### config.mk
export PLATFORM = sky130hd
export DESIGN_NAME = mem_arbiter_flat
export DESIGN_NICKNAME = d
export VERILOG_FILES = /design/src/rtl/mem_arbiter_pkg.sv /design/src/rtl/mem_arbiter_if.sv /design/src/rtl/mem_arbiter_timeout_cnt.sv /design/src/rtl/mem_arbiter.sv /design/src/flat_wrapper.sv
export SDC_FILE = /design/constraint.sdc
export NUM_CORES = 1
export LEC_CHECK = 0
export CAP_MARGIN = 25
export CORE_AREA = 2 2 207 209
export DETAILED_ROUTE_END_ITERATION = 16
export DIE_AREA = 0 0 209 211
export PLACE_DENSITY_LB_ADDON = 0.3
export SLEW_MARGIN = 20
export SYNTH_ARGS = -nofsm -noshare
export SYNTH_HDL_FRONTEND = slang
export SYNTH_SLANG_ARGS = --single-unit
### constraint.sdc
create_clock -name clk_i -period 1.3 [get_ports clk_i]
set_input_delay 0.26 -clock clk_i [delete_from_list [all_inputs] [get_ports clk_i]]
set_output_delay 0.26 -clock clk_i [all_outputs]
set_load 0.05 [all_outputs]
### src/rtl/mem_arbiter_pkg.sv
`default_nettype none
// +------------------------------------------------------------------+
// | mem_arbiter_pkg : arbiter state encodings and pipeline status    |
// | codes.  Rev 1.0                                                  |
// +------------------------------------------------------------------+
package mem_arbiter_pkg;

   typedef enum logic [1:0] {
      ARB_IDLE   = 2'd0,
      ARB_F_BUSY = 2'd1,
      ARB_D_BUSY = 2'd2
   } arb_state_t;

   // Pipeline status codes; an arbiter error is reported as SADR.
   typedef enum logic [2:0] {
      STAT_AOK  = 3'd1,
      STAT_HLT  = 3'd2,
      STAT_SADR = 3'd3,
      STAT_INS  = 3'd4
   } stat_t;

   function automatic stat_t arb_err_stat(input logic err);
      return err ? STAT_SADR : STAT_AOK;
   endfunction

endpackage
`default_nettype wire

### src/rtl/mem_arbiter_if.sv
`default_nettype none
// +------------------------------------------------------------------+
// | mem_arbiter_if : fetch, memory-stage and unified-memory buses    |
// | around the arbiter.  Rev 1.0                                     |
// +------------------------------------------------------------------+
interface mem_arbiter_if #(
   parameter int AW = 64,
   parameter int DW = 64
);
   logic          f_req_i;
   logic [AW-1:0] f_addr_i;
   logic [DW-1:0] f_rdata_o;
   logic          f_ack_o;
   logic          f_err_o;
   logic          f_stall_o;

   logic          m_req_i;
   logic          m_we_i;
   logic [AW-1:0] m_addr_i;
   logic [DW-1:0] m_wdata_i;
   logic [DW-1:0] m_rdata_o;
   logic          m_ack_o;
   logic          m_err_o;
   logic          m_stall_o;

   logic          mem_req_o;
   logic          mem_we_o;
   logic [AW-1:0] mem_addr_o;
   logic [DW-1:0] mem_wdata_o;
   logic [DW-1:0] mem_rdata_i;
   logic          mem_ack_i;

   modport slave (
      input  f_req_i, f_addr_i,
      output f_rdata_o, f_ack_o, f_err_o, f_stall_o,
      input  m_req_i, m_we_i, m_addr_i, m_wdata_i,
      output m_rdata_o, m_ack_o, m_err_o, m_stall_o,
      output mem_req_o, mem_we_o, mem_addr_o, mem_wdata_o,
      input  mem_rdata_i, mem_ack_i
   );

   modport master (
      output f_req_i, f_addr_i,
      input  f_rdata_o, f_ack_o, f_err_o, f_stall_o,
      output m_req_i, m_we_i, m_addr_i, m_wdata_i,
      input  m_rdata_o, m_ack_o, m_err_o, m_stall_o,
      input  mem_req_o, mem_we_o, mem_addr_o, mem_wdata_o,
      output mem_rdata_i, mem_ack_i
   );
endinterface
`default_nettype wire

### src/rtl/mem_arbiter_timeout_cnt.sv
`default_nettype none
// +------------------------------------------------------------------+
// | arb_timeout_cnt : counts busy cycles without ack and flags the   |
// | last allowed one.  Rev 1.0                                       |
// +------------------------------------------------------------------+
module arb_timeout_cnt #(
   parameter int TIMEOUT_CYCLES = 16
) (
   input  logic clk_i,
   input  logic rst_n_i,
   input  logic clear,
   input  logic enable,
   output logic expire
);
   localparam int CW = (TIMEOUT_CYCLES > 1) ? $clog2(TIMEOUT_CYCLES) : 1;
   localparam logic [CW-1:0] LIMIT = CW'(TIMEOUT_CYCLES - 1);

   logic [CW-1:0] r_count;

   always_ff @(posedge clk_i) begin
      if (!rst_n_i) begin
         r_count <= '0;
      end else if (clear) begin
         r_count <= '0;
      end else if (enable) begin
         r_count <= r_count + CW'(1);
      end
   end

   assign expire = (r_count == LIMIT);
endmodule
`default_nettype wire

### src/rtl/mem_arbiter.sv
`default_nettype none
// +------------------------------------------------------------------+
// | mem_arbiter : shares one unified memory port between fetch and   |
// | memory stages with timeout. Macro Y86_ARB_RR_EN = round-robin.   |
// | Rev 1.0                                                          |
// +------------------------------------------------------------------+
module mem_arbiter
   import mem_arbiter_pkg::*;
#(
   parameter int TIMEOUT_CYCLES = 16,
   parameter int AW             = 64,
   parameter int DW             = 64
) (
   input  logic           clk_i,
   input  logic           rst_n_i,
   mem_arbiter_if.slave   bus
);
   arb_state_t    r_state;
   arb_state_t    w_next;
   logic [AW-1:0] r_addr;
   logic [DW-1:0] r_wdata;
   logic          r_we;
   logic          w_grant_f;
   logic          w_grant_d;
   logic          w_f_done;
   logic          w_d_done;
   logic          w_pick_d;
   logic          w_busy;
   logic          w_expire;

   assign w_busy = (r_state != ARB_IDLE);

`ifdef Y86_ARB_RR_EN
   logic r_last_f;

   // On contention the port that was not granted last wins.
   assign w_pick_d = bus.m_req_i & (~bus.f_req_i | r_last_f);

   always_ff @(posedge clk_i) begin
      if (!rst_n_i) begin
         r_last_f <= 1'b1;
      end else if (w_grant_d) begin
         r_last_f <= 1'b0;
      end else if (w_grant_f) begin
         r_last_f <= 1'b1;
      end
   end
`else
   assign w_pick_d = bus.m_req_i;
`endif

   arb_timeout_cnt #(
      .TIMEOUT_CYCLES (TIMEOUT_CYCLES)
   ) u_timeout (
      .clk_i   (clk_i),
      .rst_n_i (rst_n_i),
      .clear   (~w_busy),
      .enable  (w_busy & ~bus.mem_ack_i),
      .expire  (w_expire)
   );

   always_ff @(posedge clk_i) begin
      if (!rst_n_i) begin
         r_state <= ARB_IDLE;
      end else begin
         r_state <= w_next;
      end
   end

   always_comb begin
      w_next    = r_state;
      w_grant_f = 1'b0;
      w_grant_d = 1'b0;
      w_f_done  = 1'b0;
      w_d_done  = 1'b0;
      case (r_state)
         ARB_IDLE: begin
            if (w_pick_d) begin
               w_next    = ARB_D_BUSY;
               w_grant_d = 1'b1;
            end else if (bus.f_req_i) begin
               w_next    = ARB_F_BUSY;
               w_grant_f = 1'b1;
            end
         end
         ARB_F_BUSY: begin
            w_f_done = bus.mem_ack_i | w_expire;
            if (w_f_done) w_next = ARB_IDLE;
         end
         ARB_D_BUSY: begin
            w_d_done = bus.mem_ack_i | w_expire;
            if (w_d_done) w_next = ARB_IDLE;
         end
         default: w_next = ARB_IDLE;
      endcase
   end

   always_ff @(posedge clk_i) begin
      if (!rst_n_i) begin
         r_addr  <= '0;
         r_wdata <= '0;
         r_we    <= 1'b0;
      end else if (w_grant_d) begin
         r_addr  <= bus.m_addr_i;
         r_wdata <= bus.m_wdata_i;
         r_we    <= bus.m_we_i;
      end else if (w_grant_f) begin
         r_addr  <= bus.f_addr_i;
         r_wdata <= '0;
         r_we    <= 1'b0;
      end
   end

   // An ack in the expiry cycle wins, so err is only raised without ack.
   assign bus.f_ack_o   = w_f_done;
   assign bus.f_err_o   = w_f_done & ~bus.mem_ack_i;
   assign bus.f_rdata_o = (w_f_done & bus.mem_ack_i) ? bus.mem_rdata_i : '0;
   assign bus.f_stall_o = bus.f_req_i & ~w_f_done;

   assign bus.m_ack_o   = w_d_done;
   assign bus.m_err_o   = w_d_done & ~bus.mem_ack_i;
   assign bus.m_rdata_o = (w_d_done & bus.mem_ack_i & ~r_we) ? bus.mem_rdata_i : '0;
   assign bus.m_stall_o = bus.m_req_i & ~w_d_done;

   assign bus.mem_req_o   = w_busy;
   assign bus.mem_we_o    = r_we & (r_state == ARB_D_BUSY);
   assign bus.mem_addr_o  = r_addr;
   assign bus.mem_wdata_o = r_wdata;
endmodule
`default_nettype wire

### src/flat_wrapper.sv
// flat-port wrapper written by rule: the top's interface ports become plain ports
module mem_arbiter_flat import mem_arbiter_pkg::*;
#(
   parameter int TIMEOUT_CYCLES = 16,
   parameter int AW             = 64,
   parameter int DW             = 64
)
  (clk_i, rst_n_i, bus_f_req_i, bus_f_addr_i, bus_f_rdata_o, bus_f_ack_o, bus_f_err_o, bus_f_stall_o, bus_m_req_i, bus_m_we_i, bus_m_addr_i, bus_m_wdata_i, bus_m_rdata_o, bus_m_ack_o, bus_m_err_o, bus_m_stall_o, bus_mem_req_o, bus_mem_we_o, bus_mem_addr_o, bus_mem_wdata_o, bus_mem_rdata_i, bus_mem_ack_i);
  mem_arbiter_if #(.AW(AW), .DW(DW)) bus_i ();
  input  logic clk_i;
  input  logic rst_n_i;
  input wire logic [$bits(bus_i.f_req_i)-1:0] bus_f_req_i;
  input wire logic [$bits(bus_i.f_addr_i)-1:0] bus_f_addr_i;
  output wire logic [$bits(bus_i.f_rdata_o)-1:0] bus_f_rdata_o;
  output wire logic [$bits(bus_i.f_ack_o)-1:0] bus_f_ack_o;
  output wire logic [$bits(bus_i.f_err_o)-1:0] bus_f_err_o;
  output wire logic [$bits(bus_i.f_stall_o)-1:0] bus_f_stall_o;
  input wire logic [$bits(bus_i.m_req_i)-1:0] bus_m_req_i;
  input wire logic [$bits(bus_i.m_we_i)-1:0] bus_m_we_i;
  input wire logic [$bits(bus_i.m_addr_i)-1:0] bus_m_addr_i;
  input wire logic [$bits(bus_i.m_wdata_i)-1:0] bus_m_wdata_i;
  output wire logic [$bits(bus_i.m_rdata_o)-1:0] bus_m_rdata_o;
  output wire logic [$bits(bus_i.m_ack_o)-1:0] bus_m_ack_o;
  output wire logic [$bits(bus_i.m_err_o)-1:0] bus_m_err_o;
  output wire logic [$bits(bus_i.m_stall_o)-1:0] bus_m_stall_o;
  output wire logic [$bits(bus_i.mem_req_o)-1:0] bus_mem_req_o;
  output wire logic [$bits(bus_i.mem_we_o)-1:0] bus_mem_we_o;
  output wire logic [$bits(bus_i.mem_addr_o)-1:0] bus_mem_addr_o;
  output wire logic [$bits(bus_i.mem_wdata_o)-1:0] bus_mem_wdata_o;
  input wire logic [$bits(bus_i.mem_rdata_i)-1:0] bus_mem_rdata_i;
  input wire logic [$bits(bus_i.mem_ack_i)-1:0] bus_mem_ack_i;
  assign bus_i.f_req_i = bus_f_req_i;
  assign bus_i.f_addr_i = bus_f_addr_i;
  assign bus_f_rdata_o = bus_i.f_rdata_o;
  assign bus_f_ack_o = bus_i.f_ack_o;
  assign bus_f_err_o = bus_i.f_err_o;
  assign bus_f_stall_o = bus_i.f_stall_o;
  assign bus_i.m_req_i = bus_m_req_i;
  assign bus_i.m_we_i = bus_m_we_i;
  assign bus_i.m_addr_i = bus_m_addr_i;
  assign bus_i.m_wdata_i = bus_m_wdata_i;
  assign bus_m_rdata_o = bus_i.m_rdata_o;
  assign bus_m_ack_o = bus_i.m_ack_o;
  assign bus_m_err_o = bus_i.m_err_o;
  assign bus_m_stall_o = bus_i.m_stall_o;
  assign bus_mem_req_o = bus_i.mem_req_o;
  assign bus_mem_we_o = bus_i.mem_we_o;
  assign bus_mem_addr_o = bus_i.mem_addr_o;
  assign bus_mem_wdata_o = bus_i.mem_wdata_o;
  assign bus_i.mem_rdata_i = bus_mem_rdata_i;
  assign bus_i.mem_ack_i = bus_mem_ack_i;
  mem_arbiter #(.TIMEOUT_CYCLES(TIMEOUT_CYCLES), .AW(AW), .DW(DW)) u_core (.clk_i(clk_i), .rst_n_i(rst_n_i), .bus(bus_i));
endmodule
# ---- After elaboration in Yosys (flattened, before gate mapping)
# Index checks and enable logic that the tools add are counted.
dict set report word_totals {
  elab_cells 50
  regBits 135
  output_inout_bits 264
}
dict set report op_classes {
  mux 19
  add_sub_neg 1
  n_reduce_logical 6
  n_eq_ne 5
  bitwise_logic 14
}
# operator n
set op_table {}
lappend op_table {{2-to-1 mux 64 bit} 6}
lappend op_table {{bitwise AND 1 bit} 9}
lappend op_table {{2-to-1 mux 1 bit} 9}
lappend op_table {{2-to-1 mux 2 bit} 3}
lappend op_table {{adder 4 x 1 -> 4 bit (second input constant)} 1}
lappend op_table {{equality test 4 bit (second input constant)} 1}
lappend op_table {{NOT 1 bit} 4}
lappend op_table {{case mux 2 bit (2 select lines)} 1}
lappend op_table {{AND reduction 2 bit} 2}
lappend op_table {{nonzero test 2 bit} 2}
lappend op_table {{!= test 3 bit (second input constant)} 1}
lappend op_table {{equality test 2 x 1 -> 1 bit (second input constant)} 1}
lappend op_table {{equality test 2 bit (second input constant)} 1}
lappend op_table {{logical NOT 2 bit} 1}
lappend op_table {{!= test 2 x 1 -> 1 bit (second input constant)} 1}
lappend op_table {{OR reduction 2 bit} 1}
lappend op_table {{OR 1 bit} 1}

# ---- Depth between registers and ports, before layout
# Gate-level depths: netlist of the first run.
dict set report logic_depth {
  depth_word 6
  depth_mapped 7
}

# ---- Cells and area by module
# A second synthesis of the first run with hierarchy kept.
dict set report unflattened {
  hier_cells 776
  area_unflattened_um2 6590.1
}
# mod instances cells_per_inst area_each_um2
set modules_own_cells {}
lappend modules_own_cells {mem_arbiter 1 758 6401.1}
lappend modules_own_cells {arb_timeout_cnt 1 18 188.9}

# ---- Worst setup path before layout of the first run
# No wires, ideal clock.
dict set report synth_timing {
  path_kind {reg-to-output}
  start {register u_core.u_timeout.r_count[0]}
  end {output port bus_f_err_o}
  stages_incl_launch_ff 5
  slack_ns -0.412
  t_arrival_ns 1.452
  path_buffers 0
  cell_sequence {dfxtp_1 > ha_1 > a31oi_1 > nand2b_1 > nor2_1}
}
dict set report synth_via {
  elab_chain_cells 4
}
# item line
set synth_rtl {}
lappend synth_rtl {{from (decl)} mem_arbiter_timeout_cnt.sv:18} ;# logic [CW-1:0] r_count;
lappend synth_rtl {{from (signal assigned)} mem_arbiter_timeout_cnt.sv:26} ;# r_count <= r_count + CW'(1);
lappend synth_rtl {{equality test 4 bit} mem_arbiter_timeout_cnt.sv:30} ;# assign expire = (r_count == LIMIT);
lappend synth_rtl {{OR 1 bit} mem_arbiter.sv:87} ;# w_f_done = bus.mem_ack_i | w_expire;
lappend synth_rtl {{2-to-1 mux 1 bit} mem_arbiter.sv:76} ;# case (r_state)
lappend synth_rtl {{bitwise AND 1 bit} mem_arbiter.sv:116} ;# assign bus.f_err_o = w_f_done & ~bus.mem_ack_i;
lappend synth_rtl {{to (decl)} flat_wrapper.sv:16} ;# output wire logic [$bits(bus_i.f_err_o)-1:0] bus_f_err_o;
# No other way between the ends.

# ---- Final worst setup path of the first run
dict set report layout_timing {
  start {register u_core.r_state[0]}
  end {output port bus_f_rdata_o[35]}
}
dict set report layout_via {
  elab_chain_cells 4
}
# item line
set layout_rtl {}
lappend layout_rtl {{from (decl)} mem_arbiter.sv:18} ;# arb_state_t r_state;
lappend layout_rtl {{from (signal assigned)} mem_arbiter.sv:66} ;# r_state <= w_next;
lappend layout_rtl {{equality test 2 x 1 -> 1 bit} mem_arbiter.sv:76}
lappend layout_rtl {{2-to-1 mux 1 bit} mem_arbiter.sv:76}
lappend layout_rtl {{bitwise AND 1 bit} mem_arbiter.sv:117} ;# assign bus.f_rdata_o = (w_f_done & bus.mem_ack_i) ? bus.mem_rdata_i : '0;
lappend layout_rtl {{2-to-1 mux 64 bit} mem_arbiter.sv:117}
lappend layout_rtl {{to (decl)} flat_wrapper.sv:14} ;# output wire logic [$bits(bus_i.f_rdata_o)-1:0] bus_f_rdata_o;
# No other way between the ends.

==> results.cfg, run 1 <==
[status]
status = finished with violations
violations = negative setup slack

[clock_tree]
clock_latency_ns = 0.42
cts_max_path_buffers = 2
cts_sinks = 135
cts_buffers = 17
cts_tree = yes
root_buffer = clkbuf_16
h-tree-depth = 4
clk_pin_slew_worst_paths_ns = 0.07

[min_path]
hold_path_class = in -> reg
holdPathStages = 4

[drt]
finalWirelength_um = 36680
ant_nets = 0
routedWlPerCell_um = 18.75
drc_errors = 0
vias = 8167
viasPerCell = 4.175
drt_first_pass_iters = 4
drt_iter0_drc = 248

[final_layout]
postLayoutCoreUtil = 0.4414
n_fill_cell = 3887
final_common_cell = buf_12
area_delta_synth_final_pct = 159.3
drive_gt1_frac = 0.5247
nNetsFinal = 1669
layout_common_cells = 294 x buf_12, 257 x clkdlybuf4s50_1, 112 x dfxtp_1

[timing]
skew_ns = 0.01163
finalSetupViolCount = 271
setup_tns_ns = -152.41
fin_crit_sh = 1.528
timing.hold.ws_ns = 0.2991
fin_crit_ns = 1.987
max-slew-margin-rel = 0.7641
worst_pin_slew_ns = 0.3539
maxSlewViolCount = 0
rsz0062_at_grt = yes
setup_ws_ns = -0.6869
hold_viol_final = 0
fmax_mhz = 503.3

[setup_path]
r2r_cells = 11
cp_max_fo = 15
end_kind = output port
criticalPathCategory = reg -> out
cp-start-kind = register
crit_required_ns = 1.04
critical_path_arrival_ns = 1.73

[synthesis]
yosys_warnings = 0
ys_ff_latch = 135
postSynthAreaPerCell_um2 = 8.484
netlist.area_leader.share = 0.3801
syn_inst = 838
synth_flop_cell = dfxtp_1
synth_area_leaders = dfxtp_1 38%, a22o_1 7.8%, a22oi_2 6.9%
synth.distinct_cells = 36
seq_area_frac_synth = 0.3801
async_flop_share = 0
synth_top_area_cell = dfxtp_1
synthesis.area_um2 = 7109
synth.net_count = 1104
synth-edff-count = 0

[placement]
post-place-ws_ns = -0.2657
hpwl_um = 28270
gp_congestion = 0.8107
io_buffers = 525

[global_route]
grtUsageTotal = 0.1590
gr-total-overflow = 0
grt_pass1_vias = 8225
grt_max_degree = 50
grt_pass1_wl_um = 52650
antenna_found_initial = 1

[floorplan]
die_area_um2 = 44100
boundaryPins = 526
die_y_um = 211
coreArea_um2 = 41760
start_util = 0.1702
rows = 75
fp.dieW_um = 209

[flow_run]
maxCapViolCount = 0

[power]
power_uw = 19840
powerDensity_nw_per_um2 = 1076
p_leak_uw = 0.007331
peakVddDrop_v = 0.0008238
## layer usage
| metal | track usage | part of all wire |
|---|---|---|
| met4 | 0.05369 | 0.023 |
| met5 | 0 | 0 |
| met1 | 0.1736 | 0.38 |
| met3 | 0.04089 | 0.058 |
| met2 | 0.2976 | 0.54 |
## cell type report
| class | count | area, µm² | area share |
|---|---|---|---|
| Antenna cell | 1 | 2.502 | 0.0001358 |
| Clock buffer | 17 | 425.4 | 0.02308 |
| Clock inverter | 15 | 187.7 | 0.01018 |
| Inverter | 68 | 266.5 | 0.01446 |
| Multi-Input combinational cell | 550 | 4751 | 0.2577 |
| Sequential cell | 135 | 2734 | 0.1483 |
| Tap cell | 539 | 674.4 | 0.03659 |
| Timing Repair Buffer | 631 | 9392 | 0.5095 |
## path summary, 6_finish.rpt
check / start / to / slack, ns
hold reg to reg: u_core.bus.mem_addr_o[37] / u_core.bus.mem_addr_o[37] / 0.53
setup reg to reg: u_core.r_state[0] / u_core.bus.mem_wdata_o[33] / -0.59
hold / removal: rst_n_i / u_core.bus.mem_addr_o[7] / 0.30
setup / recovery: u_core.r_state[0] / bus_f_rdata_o[35] / -0.69
## metrics by stage
stage / cells / instance area (µm²)
floorplan: 838 / 7802
global route: 1956 / 18430
global placement: 1888 / 16520
finish: 1956 / 18430
detailed placement: 1888 / 16520
CTS: 1953 / 18230
## synth_stat cells (26+ instances only)
master and instances:
a22oi_1 26, dfxtp_1 135, and3_1 64, inv_1 68, a22o_1 63, nor2b_1 48
a22oi_2 39, and2_1 68, nor2_1 70, clkbuf_1 41, o21ai_0 63, a21oi_1 64
## where the power goes
part | internal [µW] | switching, µW
clock | 2920 | 2190
combinational | 4920 | 4610
sequential | 4620 | 580
## worst max-delay path: stages (launching register included)
cell and delay [ns]:
dfxtp_2 0.34, buf_4 0.12, ha_4 0.19, buf_12 0.15, buf_12 0.14, and3_4 0.21
buf_12 0.14
## cells by family after synthesis
group | after synthesis | synth area share
and+or+nand+nor | 278 | 0.2263
xor gates and xnor gates | 3 | 0.003697
adders and majority gates | 4 | 0.007040
buffers and inverters | 153 | 0.1072
DFF | 135 | 0.3801
muxes | 2 | 0.002816
AOI/OAI and AO/OA | 263 | 0.2728
## flip-flops by register name, summed over array words and instances, names as in the netlist
| name | count |
|---|---|
| u_core.bus.mem_wdata_o | 64 |
| u_core.r_state | 2 |
| u_core.r_we | 1 |
| u_core.u_timeout.r_count | 4 |
| u_core.bus.mem_addr_o | 64 |
## what timing repair did
action,in CTS,in global routing
gates cloned,15,5
gates resized for setup,181,66
setup buffers,18,5
hold buffers,0,0
endpoints found under the setup margin,271,290
pin swaps,46,39
No activity file was read; power rests on OpenSTA's default activity.
==> run 2, diff against run 1 <==
HOLD_SLACK_MARGIN = 0.08   (was default)
clock period = 1.75 ns   (was 1.3 ns; I/O delays follow)
==> run 2 against run 1 <==
The run still ends with negative setup slack left; die area unchanged; core utilization decreased by 7.1 points; wire length decreased by 7.2%; first-iteration DRC count increased by 26%; count of clock-buffer cells in the layout increased by 6; via count decreased by 2.2%; cell area decreased by 16%; sequential power decreased by 30%; register-to-register slack improved by 0.63 ns; global-route usage decreased by 1.1 points; sequential share of layout area increased by 2.6 points; combinational power decreased by 43%; critical endpoint is now bus_m_rdata_o[17]; highest routed layer is now met5.
==> results.cfg, run 2 (synthesized netlist as in run 1, its figures left out) <==
[global_route]
grt_most_used_layer = met2
grtUsageMet1 = 0.1743
met3_usage = 0.04356
grt_max_degree = 69
grt_pass1_wl_um = 49200
grtUsageTotal = 0.1481
gr-total-overflow = 0
grt.met2_usage = 0.2546
antenna_found_initial = 1
grt_pass1_vias = 7891

[status]
status = finished with violations
violations = negative setup slack

[drt]
vias = 7984
routedWlPerCell_um = 17.89
drc_errors = 0
drt_iter0_drc = 312
viasPerCell = 4.198
ant_nets = 0
finalWirelength_um = 34030
drt_first_pass_iters = 6

[floorplan]
start_util = 0.1702
fp.dieW_um = 209
die_y_um = 211
coreArea_um2 = 41760
die_area_um2 = 44100
rows = 75
boundaryPins = 526

[timing]
skew_ns = 0.006387
rsz0062_at_grt = yes
maxSlewViolCount = 0
worst_pin_slew_ns = 0.5230
finalSetupViolCount = 136
setup_ws_ns = -0.3739
hold_viol_final = 0
fin_crit_sh = 1.214
fmax_mhz = 470.8
fin_crit_ns = 2.124
max-slew-margin-rel = 0.6513

[final_layout]
postLayoutCoreUtil = 0.3706
n_fill_cell = 4132
layout_common_cells = 257 x clkdlybuf4s50_1, 152 x buf_4, 149 x buf_12
stdcell_count = 1902
final_common_cell = clkdlybuf4s50_1
diodes = 0
drive_gt1_frac = 0.4109
regArea_um2 = 2705
multiInputGateArea_um2 = 4220
nNetsFinal = 1617
area_delta_synth_final_pct = 117.7

[setup_path]
reg2reg_setup_slack_ns = 0.04
end_kind = output port
cp_max_fo = 6
critical_path_arrival_ns = 1.77
crit_required_ns = 1.40
criticalPathCategory = reg -> out
cp-start-kind = register

[placement]
io_buffers = 525
placed_cells = 1848
gp_congestion = 0.8308
hpwl_um = 24810
post-place-ws_ns = -0.01119

[clock_tree]
clk_pin_slew_worst_paths_ns = 0.05
h-tree-depth = 4
root_buffer = clkbuf_16
cts_buffers = 17
cts_tree = yes
cts_sinks = 135
cts_max_path_buffers = 2
clock_latency_ns = 0.42

[power]
peakVddDrop_v = 0.0004958
powerDensity_nw_per_um2 = 804.8
p_leak_uw = 0.006397
power_uw = 12460

[flow_run]
maxCapViolCount = 0

[min_path]
hold_path_class = in -> reg
run 2: changes by cell type in the layout (fill, tap and decap cells not counted), moves of 20 or more:
cell     delta
o21ai_0    +63
buf_4     +103
dfxtp_2    -20
o21ai_2    -55
dfxtp_1    +21
and2_4     -22
buf_12    -145
run 2: report_power, final:
part / switching (µW) / total, µW / internal (µW)
Sequential: 204 / 3630 / 3420
Clock: 1350 / 3440 / 2090
Combinational: 3110 / 5390 / 2280
run 2: cell type report:
| class | count | area share |
|---|---|---|
| Sequential cell | 135 | 0.1748 |
| Tap cell | 539 | 0.04357 |
| Timing Repair Buffer | 578 | 0.4561 |
| Clock buffer | 23 | 0.03153 |
| Clock inverter | 8 | 0.004689 |
| Multi-Input combinational cell | 551 | 0.2727 |
| Inverter | 68 | 0.01665 |
run 2: timing repair:
action / CTS / global route
cloned: 10 / 1
hold buffers: 0 / 0
pin swaps: 65 / 7
setup endpoints to repair: 145 / 182
resized for setup: 133 / 19
buffers inserted: 14 / 2
run 2: per-stage QoR:
stage | TNS [ns] | hold WS (ns) | area [µm²]
floorplan | 0 | 0.4628 | 7264
global placement | 0 | 0.4781 | 14080
detailed placement | -0.03862 | 0.4942 | 14080
CTS | -47.14 | 0.4048 | 15410
global route | -50.96 | 0.4223 | 15480
finish | -38.99 | 0.4292 | 15480
run 2: routing by layer:
| metal | vias up | part of all wire |
|---|---|---|
| li1 | 3911 | - |
| met1 | 3697 | 0.42 |
| met2 | 332 | 0.49 |
| met3 | 42 | 0.071 |
| met4 | 2 | 0.026 |
| met5 | - | 0.00047 |
run 2: path summary, 6_finish.rpt:
kind                          start                         end  cells past startpoint
hold reg to reg   u_core.r_state[1]           u_core.r_state[1]                      2
setup / recovery  u_core.r_state[0]           bus_m_rdata_o[17]                      9
hold / removal              rst_n_i   u_core.bus.mem_addr_o[52]                      4
setup reg to reg  u_core.r_state[0]  u_core.bus.mem_wdata_o[29]                      9
run 2: critical path, stage by stage (launching register included):
cell and delay, ns:
dfxtp_2 0.32, inv_2 0.07, ha_4 0.15, nand2_4 0.05, nor2_4 0.10, buf_6 0.14, buf_12 0.12, buf_16 0.11
and2_4 0.14, buf_12 0.13
